### src/rtl/drum_step_sequencer_if.sv
// Bus bundle for the drum step sequencer: run level, pattern-write
// port and the trigger outputs toward the per-voice playback counters.
interface drum_step_sequencer_if;
    logic       run;
    logic       pattern_wr;
    logic [1:0] pattern_voice;
    logic [3:0] pattern_step;
    logic       pattern_bit;
    logic       sample_en;
    logic [3:0] voice_go;
    logic       step_strobe;
    logic [3:0] step_idx;

    modport master (
        output run, pattern_wr, pattern_voice, pattern_step, pattern_bit,
        input  sample_en, voice_go, step_strobe, step_idx
    );

    modport slave (
        input  run, pattern_wr, pattern_voice, pattern_step, pattern_bit,
        output sample_en, voice_go, step_strobe, step_idx
    );
endinterface

### src/rtl/drum_step_sequencer.sv
// Drum step sequencer: sample-rate divider, 16-step x 4-voice pattern
// memory and tempo step timer producing one-cycle per-voice triggers.
// Voice order: bit0 kick, bit1 snare, bit2 hihat, bit3 cymbal.
// Optional feature macro: DRUM_SEQ_SWING_EN (even steps long, odd steps
// short by SWING_SAMPLES; pair length unchanged).
module drum_step_sequencer #(
    parameter int SAMPLE_DIV    = 1042,
    parameter int STEP_SAMPLES  = 6000,
    parameter int SWING_SAMPLES = 1000
) (
    input  logic                         i_clk,
    input  logic                         i_resetn,
    drum_step_sequencer_if.slave         seq_bus
);

    localparam int DIV_W = $clog2(SAMPLE_DIV);
    localparam int CNT_W = $clog2(STEP_SAMPLES + SWING_SAMPLES + 1);

    localparam logic [DIV_W-1:0] DIV_LAST = DIV_W'(SAMPLE_DIV - 1);
    localparam logic [DIV_W-1:0] DIV_ONE  = DIV_W'(1);
    localparam logic [CNT_W-1:0] CNT_ONE  = CNT_W'(1);
`ifdef DRUM_SEQ_SWING_EN
    localparam logic [CNT_W-1:0] LEN_EVEN_LAST = CNT_W'(STEP_SAMPLES + SWING_SAMPLES - 1);
    localparam logic [CNT_W-1:0] LEN_ODD_LAST  = CNT_W'(STEP_SAMPLES - SWING_SAMPLES - 1);
`else
    localparam logic [CNT_W-1:0] LEN_LAST      = CNT_W'(STEP_SAMPLES - 1);
`endif

    typedef enum logic {
        ST_IDLE = 1'b0,
        ST_RUN  = 1'b1
    } state_t;

    state_t           r_state;
    state_t           w_state_nxt;

    logic [DIV_W-1:0] r_div;
    logic [DIV_W-1:0] w_div_nxt;
    logic             r_sample_en;
    logic             w_sample_en_nxt;
    logic [CNT_W-1:0] r_samp_cnt;
    logic [CNT_W-1:0] w_samp_cnt_nxt;
    logic [3:0]       r_step_idx;
    logic [3:0]       w_step_idx_nxt;
    logic [3:0]       w_step_inc;
    logic [3:0]       r_voice_go;
    logic [3:0]       w_voice_go_nxt;
    logic             r_step_strobe;
    logic             w_step_strobe_nxt;
    logic [CNT_W-1:0] w_len_last;

    // Indexed [step][voice]; one 4-bit voice column word per step.
    logic [3:0]       r_pattern [16];

    assign w_step_inc = r_step_idx + 4'd1;

`ifdef DRUM_SEQ_SWING_EN
    // Length of the step being played depends on its parity.
    assign w_len_last = r_step_idx[0] ? LEN_ODD_LAST : LEN_EVEN_LAST;
`else
    assign w_len_last = LEN_LAST;
`endif

    // Pattern memory: cleared by reset, single-bit writes at any time.
    always_ff @(posedge i_clk) begin
        if (!i_resetn) begin
            for (int i = 0; i < 16; i++) begin
                r_pattern[i] <= 4'b0000;
            end
        end else if (seq_bus.pattern_wr) begin
            r_pattern[seq_bus.pattern_step][seq_bus.pattern_voice] <= seq_bus.pattern_bit;
        end
    end

    // State register for the IDLE/RUN sequencer.
    always_ff @(posedge i_clk) begin
        if (!i_resetn) begin
            r_state <= ST_IDLE;
        end else begin
            r_state <= w_state_nxt;
        end
    end

    // Next-state, divider, step timer and trigger decode.
    always_comb begin
        w_state_nxt       = r_state;
        w_div_nxt         = (r_div == DIV_LAST) ? '0 : (r_div + DIV_ONE);
        w_samp_cnt_nxt    = r_samp_cnt;
        w_step_idx_nxt    = r_step_idx;
        w_voice_go_nxt    = 4'b0000;
        w_step_strobe_nxt = 1'b0;

        case (r_state)
            ST_IDLE: begin
                if (seq_bus.run) begin
                    // Restart the divider so the first step is exactly len*SAMPLE_DIV clks.
                    w_state_nxt       = ST_RUN;
                    w_div_nxt         = '0;
                    w_samp_cnt_nxt    = '0;
                    w_step_idx_nxt    = 4'd0;
                    w_voice_go_nxt    = r_pattern[4'd0];
                    w_step_strobe_nxt = 1'b1;
                end else begin
                    w_samp_cnt_nxt    = '0;
                    w_step_idx_nxt    = 4'd0;
                end
            end
            ST_RUN: begin
                if (!seq_bus.run) begin
                    w_state_nxt       = ST_IDLE;
                    w_samp_cnt_nxt    = '0;
                    w_step_idx_nxt    = 4'd0;
                end else if (r_sample_en) begin
                    if (r_samp_cnt == w_len_last) begin
                        // Pattern read sees contents from before any same-edge write.
                        w_samp_cnt_nxt    = '0;
                        w_step_idx_nxt    = w_step_inc;
                        w_voice_go_nxt    = r_pattern[w_step_inc];
                        w_step_strobe_nxt = 1'b1;
                    end else begin
                        w_samp_cnt_nxt    = r_samp_cnt + CNT_ONE;
                    end
                end else begin
                    w_samp_cnt_nxt    = r_samp_cnt;
                end
            end
            default: begin
                w_state_nxt       = ST_IDLE;
                w_samp_cnt_nxt    = '0;
                w_step_idx_nxt    = 4'd0;
            end
        endcase

        w_sample_en_nxt = (w_div_nxt == DIV_LAST);
    end

    // Datapath registers; all outputs come straight from these.
    always_ff @(posedge i_clk) begin
        if (!i_resetn) begin
            r_div         <= '0;
            r_sample_en   <= 1'b0;
            r_samp_cnt    <= '0;
            r_step_idx    <= 4'd0;
            r_voice_go    <= 4'b0000;
            r_step_strobe <= 1'b0;
        end else begin
            r_div         <= w_div_nxt;
            r_sample_en   <= w_sample_en_nxt;
            r_samp_cnt    <= w_samp_cnt_nxt;
            r_step_idx    <= w_step_idx_nxt;
            r_voice_go    <= w_voice_go_nxt;
            r_step_strobe <= w_step_strobe_nxt;
        end
    end

    assign seq_bus.sample_en   = r_sample_en;
    assign seq_bus.voice_go    = r_voice_go;
    assign seq_bus.step_strobe = r_step_strobe;
    assign seq_bus.step_idx    = r_step_idx;

endmodule

### src/flat_wrapper.sv
// flat-port wrapper written by rule: the top's interface ports become plain ports
module drum_step_sequencer_flat 
#(
    parameter int SAMPLE_DIV    = 1042,
    parameter int STEP_SAMPLES  = 6000,
    parameter int SWING_SAMPLES = 1000
)
  (i_clk, i_resetn, seq_bus_run, seq_bus_pattern_wr, seq_bus_pattern_voice, seq_bus_pattern_step, seq_bus_pattern_bit, seq_bus_sample_en, seq_bus_voice_go, seq_bus_step_strobe, seq_bus_step_idx);
  drum_step_sequencer_if seq_bus_i ();
  input  logic i_clk;
  input  logic i_resetn;
  input wire logic [$bits(seq_bus_i.run)-1:0] seq_bus_run;
  input wire logic [$bits(seq_bus_i.pattern_wr)-1:0] seq_bus_pattern_wr;
  input wire logic [$bits(seq_bus_i.pattern_voice)-1:0] seq_bus_pattern_voice;
  input wire logic [$bits(seq_bus_i.pattern_step)-1:0] seq_bus_pattern_step;
  input wire logic [$bits(seq_bus_i.pattern_bit)-1:0] seq_bus_pattern_bit;
  output wire logic [$bits(seq_bus_i.sample_en)-1:0] seq_bus_sample_en;
  output wire logic [$bits(seq_bus_i.voice_go)-1:0] seq_bus_voice_go;
  output wire logic [$bits(seq_bus_i.step_strobe)-1:0] seq_bus_step_strobe;
  output wire logic [$bits(seq_bus_i.step_idx)-1:0] seq_bus_step_idx;
  assign seq_bus_i.run = seq_bus_run;
  assign seq_bus_i.pattern_wr = seq_bus_pattern_wr;
  assign seq_bus_i.pattern_voice = seq_bus_pattern_voice;
  assign seq_bus_i.pattern_step = seq_bus_pattern_step;
  assign seq_bus_i.pattern_bit = seq_bus_pattern_bit;
  assign seq_bus_sample_en = seq_bus_i.sample_en;
  assign seq_bus_voice_go = seq_bus_i.voice_go;
  assign seq_bus_step_strobe = seq_bus_i.step_strobe;
  assign seq_bus_step_idx = seq_bus_i.step_idx;
  drum_step_sequencer #(.SAMPLE_DIV(SAMPLE_DIV), .STEP_SAMPLES(STEP_SAMPLES), .SWING_SAMPLES(SWING_SAMPLES)) u_core (.i_clk(i_clk), .i_resetn(i_resetn), .seq_bus(seq_bus_i));
endmodule
### config.mk
export PLATFORM = sky130hd
export DESIGN_NAME = drum_step_sequencer_flat
export DESIGN_NICKNAME = d
export VERILOG_FILES = /design/src/rtl/drum_step_sequencer_if.sv /design/src/rtl/drum_step_sequencer.sv /design/src/flat_wrapper.sv
export SDC_FILE = /design/constraint.sdc
export NUM_CORES = 1
export LEC_CHECK = 0
export ABC_AREA = 1
export CAP_MARGIN = 20
export CORE_ASPECT_RATIO = 1.1
export CORE_MARGIN = 10
export CORE_UTILIZATION = 44
export DETAILED_ROUTE_END_ITERATION = 10
export GPL_TIMING_DRIVEN = 0
export PLACE_DENSITY = 0.6
export SYNTH_ARGS = -nofsm -noshare
export SYNTH_HDL_FRONTEND = slang
export SYNTH_SLANG_ARGS = --single-unit
### constraint.sdc
create_clock -name i_clk -period 1.8 [get_ports i_clk]
set_input_delay 0.45 -clock i_clk [delete_from_list [all_inputs] [get_ports i_clk]]
set_output_delay 0.45 -clock i_clk [all_outputs]
set_load 0.02 [all_outputs]
# After elaboration in Yosys (flattened, before gate mapping)

Memories as Yosys holds them, arrays and structs flattened.
Cells that the tools add are included.

Bits in writable memories: 64
Logic and storage cells: 52
Bits of input ports: 11
Memories: 1
Output and inout bits: 10
Register bits after elaboration: 35

Equality and inequality tests: 5
Mux-type cells: 30
Reductions and logical operators: 3
Bitwise operators: 1
Add/sub/neg operators: 3
$lt $le $gt $ge: 2

Memory list:

| memory           | depth | width | rd ports | clocked after memory_dff | write ports | RTL line                  | text |
|---|---|---|---|---|---|---|---|
| u_core.r_pattern | 16    | 4     | 2        | 0                        | 16          | drum_step_sequencer.sv:53 | `logic [3:0] r_pattern [16];` |

Operators with widths:

| cell                                                              | count |
|---|---|
| 2-to-1 mux 4 bit                                                  | 11 |
| 2-to-1 mux 13 bit                                                 | 3 |
| 2-to-1 mux 11 bit                                                 | 3 |
| one-hot mux 13 bit (2 select lines)                               | 1 |
| equality test 11 bit, second input constant                       | 2 |
| one-hot mux 4 bit (2 select lines)                                | 2 |
| adder 13 x 1 -> 13 bit, second input constant                     | 1 |
| equality test 13 bit, second input constant                       | 1 |
| adder 11 x 1 -> 11 bit, second input constant                     | 1 |
| 2-to-1 mux 1 bit                                                  | 8 |
| != test 3 bit, second input constant                              | 2 |
| adder 4 x 1 -> 4 bit, second input constant                       | 1 |
| OR reduction 4 bit                                                | 1 |
| less-than comparator 2 x 3 -> 1 bit, second input constant        | 1 |
| demux 1 bit (select 2 bit)                                        | 1 |
| greater-or-equal comparator 2 x 1 -> 1 bit, second input constant | 1 |
| one-hot mux 1 bit (2 select lines)                                | 1 |
| AND reduction 2 bit                                               | 1 |
| logical AND 1 bit                                                 | 1 |
| NOT 1 bit                                                         | 1 |

# Logic depth before layout (Yosys ltp)

Gate-level depths: netlist (run 1).

Word-level depth: 7
Mapped depth: 11
Mapped depth without buffers: 11

# Worst setup path after synthesis (run 1)

Ideal clock, no wire load.

Path type: register -> register
Start point: reg u_core.r_step_idx[1] (netlist: u_core.seq_bus.step_idx[1])
End point: reg u_core.r_voice_go[0] (netlist: u_core.seq_bus.voice_go[0])
Setup time: 72 ps
Clock period less this slack: 1606 ps
Path slack: 194 ps
Buffers on the path: 2
Required time: 1728 ps
Stages on the path, launching flop included: 11
Arrival: 1534 ps
Cell sequence: dfxtp_1 ha_1 buf_2 buf_2 nor2_1 o21ai_0 nand3_1 nand3_1 nand2_1 nand2_1 a21oi_1

Longest elaborated chain between the ends: 6

Ends and longest elaborated chain:

| what                               | RTL line                   | text |
|---|---|---|
| start, declared                    | drum_step_sequencer.sv:43  | `logic [3:0] r_step_idx;` |
| start signal, assigned             | drum_step_sequencer.sv:150 | `r_step_idx <= w_step_idx_nxt;` |
| adder 4 x 1 -> 4 bit               | drum_step_sequencer.sv:55  | `assign w_step_inc = r_step_idx + 4'd1;` |
| memory (16 x 4 bit)                | n/a                        |  |
| 2-to-1 mux 4 bit                   | drum_step_sequencer.sv:114 | `if (r_samp_cnt == w_len_last) begin` |
| 2-to-1 mux 4 bit                   | drum_step_sequencer.sv:113 | `end else if (r_sample_en) begin` |
| 2-to-1 mux 4 bit                   | drum_step_sequencer.sv:109 | `if (!seq_bus.run) begin` |
| one-hot mux 4 bit (2 select lines) | drum_step_sequencer.sv:93  | `case (r_state)` |
| end signal, assigned               | drum_step_sequencer.sv:151 | `r_voice_go <= w_voice_go_nxt;` |
| end, declared                      | drum_step_sequencer.sv:46  | `logic [3:0] r_voice_go;` |

Every way passes these cells.
A chain may end at the register's enable or synchronous reset.

# Worst setup path after layout (run 1)

Start point: reg u_core.r_step_idx[3] (netlist: u_core.seq_bus.step_idx[3])
End point: out seq_bus_step_idx[3]

RTL lines:

| what          | RTL line           | text |
|---|---|---|
| end, declared | flat_wrapper.sv:20 | `output wire logic [$bits(seq_bus_i.step_idx)-1:0] seq_bus_step_idx;` |

No word-level cell between the ends.

==> impl_metrics.toml, run 1 <==
[status]
outcome = "finished, final reports clean"

[clock_network]
h-tree-depth = 3
hold_buffers = 0
numCtsBuffers = 9
clk-insertion-delay-late_ns = 0.36
cts.sinks = 99
cts.clk_slew.worst_paths_ns = 0.07
tritoncts = "yes"
root_buffer = "clkbuf_16"
clockBufferDepth = 2

[power]
internal_power_mw = 3.710
clkPwrFrac = 0.408
pwr-share-seq = 0.522
ir_drop_uv = 893.1
powerDensity_nw_per_um2 = 793.5
switching_power_mw = 1.122
switching_share = 0.2321
pwr-share-comb = 0.070
p_leak_nw = 2.538
fin_total_pwr_mw = 4.832

[routing]
route.vias.total = 4532
via_per_inst = 5.058
wire_per_inst_um = 14.92
ant_nets = 0
routed_wl_um = 13370
first_pass_iters = 5
drt_iter0_drc = 451
drc = 0

[global_route]
gr-max-usage-layer = "met2"
met1_usage = 0.1949
grt_use_total = 0.1583
gr-total-overflow = 0
grt_max_degree = 16
grt_pass1_vias = 4282
met2_usage = 0.2662
use_met3 = 0.02858
grt_pass1_wl_um = 21360
antenna_found_initial = 0

[worst_setup_path]
path_delay_family = "buffers and inverters"
end_kind = "primary output"
cp_data_arrival_time_ns = 1.31
crit_type = "reg -> out"
cp_cell_sequence = "clkdlybuf4s50_1"
crit_slowest_cell = "clkdlybuf4s50_1"
cp-start-kind = "flop"
critPathBufInv = 1
cp_slowest_stage_delay_ns = 0.61
required_ns = 1.35
crit_fanout = 2

[placement]
place_ws_ns = -0.4849
gp_congestion = 0.8775
post-dp-hpwl_um = 9582
io_buffers = 19

[job]
maxCapViolations = 0

[floorplan]
die_area_um2 = 16940
num_rows = 42
coreArea_um2 = 11980
die_w_um = 125.0
fp.dieH_um = 135.5
initial_core_util = 0.4455
io_pins = 21

[timing]
fmax_mhz = 568.1
min_period_ns = 1.760
slew-limit-headroom = 0.5361
finalMaxSlewViolations = 0
rsz0062_at_grt = "false"
period_share = 0.9779
fin_skew_ns = 0.003879
hold_viol = 0
worstMarginPinSlew_ns = 0.6959
setup_viol = 0
fin_ws_ns = 0.03975

[logic_synthesis]
yosys_register_bits = 99
syn_area_per_cell_um2 = 7.625
synthDistinctLibCells = 35
yosys_warnings = 0
yosysSeqAreaShare = 0.4913
synthCells = 700
syn_area_um2 = 5338
syn-num-nets = 715

[final_layout]
drive_above_1_share = 0.1186
diodes = 0
layout_commonest_cell = "nand2_1"
final_cell_mix = "nand2_1 (258), nor2_1 (133), edfxtp_1 (64)"
area_growth_pct = 14.09
nets = 752

[worst_hold_path]
hp-class = "reg -> reg"
==> cell usage after synthesis (all sizes together) <==
cell type | number | area (um2)
o21a | 1 | 7.510
dfxtp | 35 | 700.7
a211oi | 1 | 7.510
a21oi | 8 | 40.04
ha | 4 | 50.05
nor2 | 146 | 585.6
o21ai | 12 | 60.05
clkinv | 1 | 3.750
clkbuf | 5 | 18.77
nor3b | 4 | 40.03
nand2 | 272 | 1061
nand3 | 46 | 245.2
a22oi | 1 | 7.510
inv | 54 | 202.7
buf | 24 | 145.1
xor2 | 11 | 103.9
nor3 | 7 | 85.08
xnor2 | 3 | 45.05
edfxtp | 64 | 1922
nand4 | 1 | 6.260
==> timing repair <==
action                     CTS  global route
setup endpoints to repair   46             6
resized for setup            6             9
setup buffers                5             2
pin swaps                    4             1
==> registers in the layout, indices dropped and copies added, names as in the netlist <==
register / flops
u_core.r_pattern: 64
u_core.seq_bus.step_idx: 4
u_core.seq_bus.step_strobe: 1
u_core.seq_bus.sample_en: 1
u_core.r_samp_cnt: 13
u_core.seq_bus.voice_go: 4
u_core.r_div: 11
u_core.r_state: 1
==> worst paths after layout <==
check                             start                          to  slack, ns  cells past startpoint
min                u_core.r_samp_cnt[1]        u_core.r_samp_cnt[1]       0.49                      2
max reg2reg  u_core.seq_bus.step_idx[0]  u_core.seq_bus.voice_go[2]       0.09                     10
max          u_core.seq_bus.step_idx[3]         seq_bus_step_idx[3]       0.04                      1
min reg2reg        u_core.r_samp_cnt[1]        u_core.r_samp_cnt[1]       0.49                      2
==> power by group through the flow <==
stage	Clock, mW	Sequential, mW	Combinational (mW)
global route	2.07	2.53	0.375
floorplan	0	2.57	0.209
detailed placement	0	2.57	0.331
CTS	1.99	2.52	0.337
finish	1.97	2.52	0.338
global placement	0	2.57	0.326
==> final cells by class <==
class	instances	area, um2
sequential	99	2624
buffer	29	181.4
fill	1169	5892
clock inverter	5	51.30
tap	154	192.7
multi-input combinational	517	2350
timing repair buffer	26	237.7
inverter	55	210.2
clock buffer	11	242.7
==> kinds of logic after synthesis <==
family          count (synthesis)  synth area share
buf+inv                        84           0.06939
compound gates                 23           0.02297
fa+ha+maj                       4          0.009377
flops                          99            0.4913
simple gates                  476            0.3790
xor+xnor                       14           0.02790
==> stage by stage <==
step | instances | TNS (ns) | utilization | cell area (um2) | hold slack (ns)
floorplan | 700 | 0 | - | 5338 | 0.4453
global placement | 873 | -40.56 | 0.4774 | 5720 | 0.4593
detailed placement | 873 | -43.43 | 0.4774 | 5720 | 0.4862
CTS | 894 | 0 | 0.5051 | 6052 | 0.4942
global route | 896 | 0 | 0.5083 | 6090 | 0.5052
finish | 896 | 0 | 0.5083 | 6090 | 0.4941
==> worst reg2reg max path, delay by kind of cell (launching register included) <==
family	cells	cell delay (ns)
compound gates	2	0.25
fa+ha+maj	1	0.30
buf+inv	2	0.33
flops	1	0.33
simple gates	5	0.41
==> per-layer routing <==
layer / vias up / part of all wire
met2: 123 / 0.48
met5: - / 0
met4: 0 / 0.021
li1: 2271 / -
met1: 2120 / 0.44
met3: 18 / 0.060
Note: power is estimated with default switching activity, not from simulation.
==> inputs of run 2 (changes only) <==
- ABC_CLOCK_PERIOD_IN_PS: default -> 1800
- CAP_MARGIN: 20 -> 15
- HOLD_SLACK_MARGIN: default -> 0.06
==> results of run 2 <==
The final DEF is identical to that of run 1; final timing and power are the same.
